## src/rtl/router_out_ctrl.sv

```systemverilog
// Output-port drain controller: reads framed entries from router_fifo, presents bytes with a
// valid/read handshake, checks trailing parity (ROUTER_PARITY_CHECK_EN) and flushes on a stall.
module router_out_ctrl #(
    parameter int TIMEOUT = 30
) (
    input  logic       clock,
    input  logic       reset,
    input  logic       fifo_empty,
    input  logic [8:0] fifo_data,
    output logic       fifo_rd_en,
    output logic       soft_reset,
    output logic       vld_out,
    input  logic       read_enb,
    output logic [7:0] data_out,
    output logic       pkt_done,
    output logic       parity_err,
    output logic       hdr_err
);

    typedef enum logic [1:0] {
        ST_IDLE    = 2'd0,
        ST_LOAD    = 2'd1,
        ST_PRESENT = 2'd2
    } state_t;

    localparam logic [7:0] TMO_LAST = 8'(TIMEOUT - 1);

    state_t     state_r, state_s;
    logic [7:0] data_r, data_s;
    logic       vld_r, vld_s;
    logic       in_pkt_r, in_pkt_s;
    logic       hdr_pend_r, hdr_pend_s;
    logic [6:0] rem_r, rem_s;
    logic [7:0] tmo_r, tmo_s;
    logic       soft_reset_r, soft_reset_s;
    logic       pkt_done_r, pkt_done_s;
    logic       hdr_err_r, hdr_err_s;
    logic       rd_en_s;

    // Next-state, read strobe and next register values for the drain FSM.
    always_comb begin
        state_s      = state_r;
        data_s       = data_r;
        vld_s        = vld_r;
        in_pkt_s     = in_pkt_r;
        hdr_pend_s   = hdr_pend_r;
        rem_s        = rem_r;
        tmo_s        = 8'd0;
        soft_reset_s = 1'b0;
        pkt_done_s   = 1'b0;
        hdr_err_s    = 1'b0;
        rd_en_s      = 1'b0;
        case (state_r)
            ST_IDLE: begin
                vld_s = 1'b0;
                // no read during reset or during the flush cycle, so nothing is lost
                if (!fifo_empty && !soft_reset_r && !reset) begin
                    rd_en_s = 1'b1;
                    state_s = ST_LOAD;
                end else begin
                    state_s = ST_IDLE;
                end
            end
            ST_LOAD: begin
                data_s = fifo_data[7:0];
                if (fifo_data[8]) begin
                    hdr_err_s  = in_pkt_r;
                    in_pkt_s   = 1'b1;
                    hdr_pend_s = 1'b1;
                    rem_s      = {1'b0, fifo_data[7:2]} + 7'd1;
                    vld_s      = 1'b1;
                    state_s    = ST_PRESENT;
                end else if (!in_pkt_r) begin
                    hdr_err_s = 1'b1;
                    vld_s     = 1'b0;
                    state_s   = ST_IDLE;
                end else begin
                    vld_s   = 1'b1;
                    state_s = ST_PRESENT;
                end
            end
            ST_PRESENT: begin
                if (read_enb) begin
                    hdr_pend_s = 1'b0;
                    vld_s      = 1'b0;
                    if (rem_r == 7'd0) begin
                        pkt_done_s = 1'b1;
                        in_pkt_s   = 1'b0;
                    end else begin
                        rem_s = rem_r - 7'd1;
                    end
                    if (!fifo_empty) begin
                        rd_en_s = 1'b1;
                        state_s = ST_LOAD;
                    end else begin
                        state_s = ST_IDLE;
                    end
                end else if (tmo_r == TMO_LAST) begin
                    soft_reset_s = 1'b1;
                    vld_s        = 1'b0;
                    in_pkt_s     = 1'b0;
                    hdr_pend_s   = 1'b0;
                    rem_s        = 7'd0;
                    state_s      = ST_IDLE;
                end else begin
                    tmo_s = tmo_r + 8'd1;
                end
            end
            default: begin
                vld_s   = 1'b0;
                state_s = ST_IDLE;
            end
        endcase
    end

    // FSM state and datapath registers.
    always_ff @(posedge clock or posedge reset) begin
        if (reset) begin
            state_r      <= ST_IDLE;
            data_r       <= 8'h00;
            vld_r        <= 1'b0;
            in_pkt_r     <= 1'b0;
            hdr_pend_r   <= 1'b0;
            rem_r        <= 7'd0;
            tmo_r        <= 8'd0;
            soft_reset_r <= 1'b0;
            pkt_done_r   <= 1'b0;
            hdr_err_r    <= 1'b0;
        end else begin
            state_r      <= state_s;
            data_r       <= data_s;
            vld_r        <= vld_s;
            in_pkt_r     <= in_pkt_s;
            hdr_pend_r   <= hdr_pend_s;
            rem_r        <= rem_s;
            tmo_r        <= tmo_s;
            soft_reset_r <= soft_reset_s;
            pkt_done_r   <= pkt_done_s;
            hdr_err_r    <= hdr_err_s;
        end
    end

`ifdef ROUTER_PARITY_CHECK_EN
    function automatic logic [7:0] parity_fold(input logic [7:0] acc, input logic [7:0] b);
        return acc ^ b;
    endfunction

    logic [7:0] acc_r;
    logic       perr_r;
    logic       hdr_load_s, pay_acc_s, par_chk_s, abort_s;

    // The header is already in the accumulator when loaded, so its accept must not fold it again.
    assign hdr_load_s = (state_r == ST_LOAD) && fifo_data[8];
    assign pay_acc_s  = (state_r == ST_PRESENT) && read_enb && (rem_r != 7'd0) && !hdr_pend_r;
    assign par_chk_s  = (state_r == ST_PRESENT) && read_enb && (rem_r == 7'd0);
    assign abort_s    = (state_r == ST_PRESENT) && !read_enb && (tmo_r == TMO_LAST);

    // Running XOR of header and payload, compared against the parity byte on accept.
    always_ff @(posedge clock or posedge reset) begin
        if (reset) begin
            acc_r  <= 8'h00;
            perr_r <= 1'b0;
        end else begin
            perr_r <= 1'b0;
            if (hdr_load_s) begin
                acc_r <= fifo_data[7:0];
            end else if (pay_acc_s) begin
                acc_r <= parity_fold(acc_r, data_r);
            end else if (par_chk_s) begin
                perr_r <= (data_r != acc_r);
                acc_r  <= 8'h00;
            end else if (abort_s) begin
                acc_r <= 8'h00;
            end else begin
                acc_r <= acc_r;
            end
        end
    end

    assign parity_err = perr_r;
`else
    assign parity_err = 1'b0;
`endif

    assign fifo_rd_en = rd_en_s;
    assign soft_reset = soft_reset_r;
    assign vld_out    = vld_r;
    assign data_out   = data_r;
    assign pkt_done   = pkt_done_r;
    assign hdr_err    = hdr_err_r;

endmodule

```

## config.mk

```make
export PLATFORM = sky130hd
export DESIGN_NAME = router_out_ctrl
export DESIGN_NICKNAME = d
export VERILOG_FILES = /design/src/rtl/router_out_ctrl.sv
export SDC_FILE = /design/constraint.sdc
export NUM_CORES = 1
export LEC_CHECK = 0
export ABC_AREA = 1
export CORE_MARGIN = 2
export CORE_UTILIZATION = 56
export DETAILED_ROUTE_END_ITERATION = 10
export PLACE_DENSITY = 0.84
export SETUP_SLACK_MARGIN = 0.4
export SYNTH_ARGS = -nofsm -noshare
export SYNTH_HDL_FRONTEND = slang
export SYNTH_SLANG_ARGS = --single-unit
```

## constraint.sdc

```tcl
create_clock -name clock -period 4.3 [get_ports clock]
set_input_delay 0.86 -clock clock [delete_from_list [all_inputs] [get_ports clock]]
set_output_delay 0.86 -clock clock [all_outputs]
set_load 0.005 [all_outputs]
```

Word-level counts from Yosys, hierarchy flattened
Index checks and enable logic that the tools add are counted.
- register bits after elaboration: 30
- input bits: 13
- word-level logic and storage cells: 66
- add/subtract/negate cells: 3
- eq/ne operators: 7
- multiplexer cells: 37
- reductions and logical operators: 10
- operators with widths (operator ; number):
    2-to-1 mux 7 bit ; 4
    2-to-1 mux 8 bit ; 3
    2-to-1 mux 1 bit ; 21
    case mux 7 bit (2 select lines) ; 1
    inequality test 3 bit (second input constant) ; 3
    adder 8 x 1 -> 8 bit (second input constant) ; 1
    equality test 8 x 5 -> 1 bit (second input constant) ; 1
    2-to-1 mux 2 bit ; 4
    AND reduction 4 bit ; 2
    adder 6 x 1 -> 7 bit (second input constant) ; 1
    logical NOT 7 bit ; 1
    subtractor 7 x 1 -> 7 bit (second input constant) ; 1
    case mux 1 bit (2 select lines) ; 3
    case mux 2 bit (3 select lines) ; 1
    logical NOT 1 bit ; 3
    equality test 2 x 1 -> 1 bit (second input constant) ; 1
    equality test 2 bit (second input constant) ; 1
    logical AND 1 bit ; 2
    logical NOT 2 bit ; 1
    inequality test 2 bit (second input constant) ; 1
    nonzero test 2 bit ; 1

Longest topological paths before layout
Gate-level depths: netlist of the first run.
- depth after elaboration: 5
- mapped depth: 10

Least setup slack after synthesis of the first run
No wires, ideal clock.
- path kind: in2out
- start: input reset
- end: output fifo_rd_en
- data arrival time: 1.888 ns
- required time: 3.440 ns
- slack: 1.552 ns
- cell stages on the path: 3
- buffers on the path: 0
- cell sequence: inv_1 nand3_1 a21oi_1
- cells in the longest elaborated chain, start to end: 4
- ends and longest elaborated chain (element ; RTL line ; RTL):
    start, declared ; 7 ; input logic reset,
    logical NOT 1 bit (no line) ; n/a ;
    logical AND 1 bit ; 57 ; if (!fifo_empty && !soft_reset_r && !reset) begin
    2-to-1 mux 1 bit ; 57 ;
    case mux 1 bit (2 select lines) ; 53 ; case (state_r)
    end, declared ; 10 ; output logic fifo_rd_en,
Every way passes these cells.

Final worst setup path of the first run
- start: input read_enb
- end: output fifo_rd_en
- cells in the longest elaborated chain, start to end: 2
- ends and longest elaborated chain (element ; RTL line ; RTL):
    start, declared ; 13 ; input logic read_enb,
    2-to-1 mux 1 bit ; 83 ; if (read_enb) begin
    case mux 1 bit (2 select lines) ; 53 ;
Every way passes these cells.

==> results of run 1 <==
-- routing by layer --
layer	up-vias	part of all wire	wire length (microns)	GRT usage
li1	712	-	-	-
met1	630	0.49	1592	0.3010
met2	36	0.46	1511	0.3409
met3	4	0.039	127	0.04911
met4	0	0.012	40	0.08970
met5	-	0	0	0
-- Yosys cell counts, types with 2 or more instances --
| cell type | instances |
|---|---|
| nand2_2 | 2 |
| nand2_1 | 50 |
| nor3_1 | 11 |
| inv_1 | 20 |
| nor2_2 | 2 |
| a21oi_1 | 8 |
| nor2_4 | 4 |
| inv_2 | 2 |
| o21ai_0 | 10 |
| dfrtp_1 | 30 |
| o21ai_1 | 3 |
| nor2_1 | 19 |
| nand2_4 | 4 |
| nand3_1 | 13 |
| o21ai_2 | 2 |
| or2_2 | 2 |
| ha_1 | 5 |
-- flip-flops by register name, indices dropped and copies added, names as in the netlist --
name / count
data_out: 8
hdr_err: 1
in_pkt_r: 1
pkt_done: 1
rem_r: 7
soft_reset: 1
state_r: 2
tmo_r: 8
vld_out: 1
-- cell families after synthesis --
logic type / Yosys count
compound gates: 27
flops: 30
other cells: 1
simple gates: 112
xor+xnor: 1
fa+ha+maj: 5
buf+inv: 25
-- power by group --
group,switching [mW],total [mW],internal [mW]
logic,0.219,0.410,0.191
registers,0.0610,0.421,0.360
clock network,0.0977,0.177,0.0792
total,0.377,1.01,0.631
-- stage by stage --
stage / utilization / instances / hold WS [ns] / total power, mW / setup slack (ns)
final: 0.7144 / 264 / 0.4810 / 1.008 / 1.161
after global placement: 0.6928 / 256 / 0.4531 / 0.8262 / 1.222
after CTS: 0.7144 / 264 / 0.4859 / 1.015 / 1.157
after global routing: 0.7144 / 264 / 0.5192 / 1.087 / 1.086
after floorplan: - / 201 / 0.4424 / 0.6785 / 1.552
after detailed placement: 0.6928 / 256 / 0.4628 / 0.8387 / 1.164
-- worst max-delay path: cells and delay by family --
family                 cells  cell delay (ns)
buffers and inverters      2             1.13
and+or+nand+nor            1             0.13
AOI/OAI and AO/OA          1             0.16
-- area by class of cell --
cell class	instances	area, sq um
Fill cell	228	794.5
Multi-Input combinational cell	146	788.3
Sequential cell	30	750.7
Timing Repair Buffer	26	257.7
Inverter	23	91.34
Clock buffer	7	55.05
Tap cell	31	38.79
Clock inverter	1	5.005
-- final timing paths --
path / startpoint / endpoint / slack (ns) / cells past startpoint
worst max-delay path: read_enb / fifo_rd_en / 1.16 / 4
worst min-delay path: data_out[0] / data_out[0] / 0.48 / 2
worst max register to register: rem_r[0] / rem_r[0] / 2.74 / 10
worst min register to register: data_out[0] / data_out[0] / 0.48 / 2
max in group asynchronous: reset / tmo_r[2] / 3.09 / 3
min in group asynchronous: reset / state_r[0] / 0.93 / 3
==> flow_metrics.tcl, run 1 <==
set metrics [dict create \
    p_leak_nw 0.9438 \
    syn_area_sq_um 1643 \
    end_kind "primary output" \
    synth_top_family_by_area "simple AND/OR/NAND/NOR gates" \
    via_per_inst 5.235 \
    ir_drop_v 0.0005183 \
    first_pass_iters 4 \
    synth_mux_area_frac 0 \
    cts_resized 0 \
    synthAdderAreaFrac 0.03808 \
    async_flop_share 1.000 \
    holdCritPathClass "reg -> reg" \
    insertion_delay_ns 0.33 \
    num_vias 1382 \
    path_clk_slew_ns 0.09 \
    antennaDiodeCount 0 \
    antenna_found_initial 0 \
    fmax_mhz 318.6 \
    syn_inst 201 \
    worstPathRequired_ns 3.44 \
    holdBufCountCts 0 \
    postCtsSetupBuffers 0 \
    start_kind "primary input" \
    cap_violations 0 \
    powerDensity_nw_per_um2 507.3 \
    grt_pass1_wl_mm 5.589 \
    final_cell_mix "nand2_1, dfrtp_1, clkdlybuf4s50_1" \
    final_max_slew_viol_count 0 \
    final_area_sq_um 1987 \
    cts_buffer_depth 2 \
    crit_type "in -> out" \
    status "complete, no violations" \
    ys.flop_type "dfrtp_1" \
    skew_ns 0.007945 \
    pin_count 27 \
    die_x_microns 58.16 \
    ys_seq_elements 30 \
    fp.dieH_microns 58.16 \
    layout-drive-gt1-share 0.1288 \
    cp_slowest_cell "clkdlybuf4s50_1" \
    synth_area_leader_cell "dfrtp_1" \
    synth_top_area_share 0.4570 \
    finalHoldViolCount 0 \
    synth.area.top_cells "dfrtp_1, nand2_1, inv_1, nor2_1, nand3_1" \
    io_buffers 25 \
    synthXorXnorAreaFrac 0.005331 \
    critPathMostFrequentCell "clkdlybuf4s50_1" \
    syn_area_per_cell_sq_um 8.173 \
    path_cells "clkdlybuf4s50_1 -> nand2_4 -> a21oi_1 -> clkdlybuf4s50_1" \
    root_buffer "clkbuf_4" \
    area_growth_syn_to_layout_pct 20.94 \
    path_max_fanout 7 \
    setup_viol 0 \
    ys_warn_count 0 \
    rsz0062_at_grt "no" \
    grt_pass1_vias 1258 \
    cpPeakStageDelay_ns 0.62 \
    grt_max_degree 31 \
    rows 19 \
    start_util 0.5906 \
    synth_edf_count 0 \
    ant_nets 0 \
    synth_simple_gate_area_frac 0.3351 \
    core-area_sq_um 2781 \
    post-route-period-util 0.7299 \
    nets 250 \
    drt_wl_total_mm 3.272 \
    drc 0 \
    place_hpwl_mm 2.443 \
    place_congestion 0.8223 \
    h-tree-depth 2 \
    syn_nets 219 \
    die_area_sq_um 3383 \
    clock_sinks 30 \
    grt_usage 0.2204 \
    grt-ovfl-total 0 \
    critPathArrivalTime_ns 2.28 \
    cts_buffers 5 \
    synth_compound_area_frac 0.09901 \
    place_area_sq_um 1927 \
    yosysSeqAreaShare 0.4570 \
    tritoncts "done" \
    setup_tns_ns 0 \
    dr.first_iter.drc_count 61 \
    synth_cell_type_count 31 \
    period_needed_ns 3.139 \
    final_common_cell "nand2_1" \
    routedWlPerCell_microns 12.39 \
]
Note: power is estimated with default switching activity, not from simulation.
==> run 2: changes to the inputs <==
Settings changed: CORE_UTILIZATION 56 to 47, PLACE_DENSITY 0.84 to 0.76.
Clock period 4.3 ns to 2.7 ns, I/O delays scaled along.
==> run 2 against run 1 <==
Effect of this change: non-clock buffer count rose by 1; combinational power rose by 59%; die area rose by 18%; flip-flop and latch count did not move; first-iteration DRC count fell by 9.8%; utilization fell by 11 points; design area rose by 1.4%; hold slack improved by 0.0085 ns; sequential power rose by 60%; final cell count rose by 6.1%; critical endpoint unchanged; largest power group unchanged.
==> flow_metrics.tcl, run 2 (same netlist as run 1, synthesis figures left out) <==
set metrics [dict create \
    start_kind "primary input" \
    setup_viol 0 \
    cp_slowest_cell "clkdlybuf4s50_1" \
    holdCritPathClass "reg -> reg" \
    area_growth_syn_to_layout_pct 22.62 \
    start_util 0.4923 \
    dr_wl_met3_microns 190 \
    path_max_fanout 2 \
    grt_pass1_wl_mm 6.072 \
    clock_sinks 30 \
    pin_count 27 \
    worstPathRequired_ns 2.16 \
    pwr-share-clk 0.185 \
    hold_ws_ns 0.4895 \
    cpPeakStageDelay_ns 0.42 \
    status "complete, no violations" \
    h-tree-depth 2 \
    nets 251 \
    setup_tns_ns 0 \
    final_max_slew_viol_count 0 \
    p_seq_frac 0.415 \
    cap_violations 0 \
    place_hpwl_mm 2.509 \
    grt_pass1_vias 1323 \
    p_total_mw 1.625 \
    fp.dieH_microns 63.12 \
    top_layer_used "met4" \
    path_clk_slew_ns 0.10 \
    period_needed_ns 2.059 \
    ir_drop_v 0.0004926 \
    finalHoldViolCount 0 \
    comb_power_share 0.401 \
    wl_met1_mm 1.659 \
    root_buffer "clkbuf_4" \
    drt_wl_total_mm 3.427 \
    via_per_inst 5.039 \
    post-route-period-util 0.7624 \
    sw_frac_of_total 0.3834 \
    worst-path-buf-inv 3 \
    grt_max_degree 31 \
    final_common_cell "nand2_1" \
    rsz0062_at_grt "no" \
    tritoncts "done" \
    critPathArrivalTime_ns 1.52 \
    crit_type "in -> out" \
    layout_setup_ws_ns 0.6415 \
    cts_buffers 5 \
    dp_slack_ns 0.3237 \
    antennaDiodeCount 0 \
    p_sw_mw 0.6232 \
    cts_buffer_depth 2 \
    end_kind "primary output" \
    layout-drive-gt1-share 0.1410 \
    die_area_sq_um 3984 \
    met2_length_mm 1.513 \
    rows 21 \
    die_x_microns 63.12 \
    routedWlPerCell_microns 12.24 \
    cp_top_family "buffers and inverters" \
    p_int_mw 1.002 \
    grt-ovfl-total 0 \
    powerDensity_nw_per_um2 806.9 \
    first_pass_iters 4 \
    p_leak_nw 0.9514 \
    skew_ns 0.01442 \
    final_cell_mix "nand2_1, dfrtp_1, clkdlybuf4s50_1" \
    grt_usage 0.2008 \
    ant_nets 0 \
    dr.first_iter.drc_count 55 \
    io_buffers 25 \
    fmax_mhz 485.8 \
    postCtsSetupBuffers 0 \
    antenna_found_initial 0 \
    place_congestion 0.8081 \
    insertion_delay_ns 0.35 \
    path_cells "clkdlybuf4s50_1 -> inv_2 -> nand3_1 -> a21oi_1 -> dlygate4sd2_1" \
    holdBufCountCts 0 \
    core-area_sq_um 3337 \
    num_vias 1411 \
    drc 0 \
]
## run 2: cell type report
class	count	area [sq um]
inverters	23	91.34
multi-input cells	146	788.3
well taps	46	57.56
flip-flops and latches	30	750.7
clock buffers	6	51.30
fillers	316	1323
repair buffers	27	262.8
clock inverters	2	12.51
## run 2: path summary, 6_finish.rpt
kind                                  start     endpoint  depth (start not counted)  slack [ns]
worst max-delay path                  reset   fifo_rd_en                          5        0.64
worst min-delay path            data_out[0]  data_out[0]                          2        0.49
worst max register to register     rem_r[0]     rem_r[6]                          9        1.13
worst min register to register  data_out[0]  data_out[0]                          2        0.49
max in group asynchronous             reset     rem_r[4]                          3        1.79
min in group asynchronous             reset     tmo_r[1]                          3        0.62
## run 2: stage by stage
| stage | utilization | instance area, sq um | instances |
|---|---|---|---|
| 4_1_cts | 0.6037 | 2014 | 280 |
| 6_report | 0.6037 | 2014 | 280 |
| 3_5_place_dp | 0.5853 | 1953 | 272 |
| 3_3_place_gp | 0.5853 | 1953 | 272 |
| 5_1_grt | 0.6037 | 2014 | 280 |
| 2_1_floorplan | - | 1643 | 201 |
## run 2: timing repair
item / in CTS / in global routing
endpoints found under the hold margin: 0 / 0
gates resized for setup: 3 / 0
endpoints found under the setup margin: 1 / 0
## run 2: power by group through the flow
stage / sequential [mW] / clock, mW / combinational [mW]
floorplan: 0.665 / 0 / 0.415
global placement: 0.677 / 0 / 0.645
detailed placement: 0.679 / 0 / 0.657
CTS: 0.674 / 0.305 / 0.658
global route: 0.690 / 0.332 / 0.735
finish: 0.674 / 0.301 / 0.651
## run 2: metal layers
| metal | up-vias | GRT usage |
|---|---|---|
| li1 | 710 | - |
| met1 | 659 | 0.2644 |
| met2 | 36 | 0.2992 |
| met3 | 6 | 0.06786 |
| met4 | 0 | 0.09167 |
| met5 | - | 0 |
## run 2: tightest hold or removal path, cell delays in order (launching register included)
cell and delay, ns:
dfrtp_1 0.37, nand2_1 0.05, nand2_1 0.05
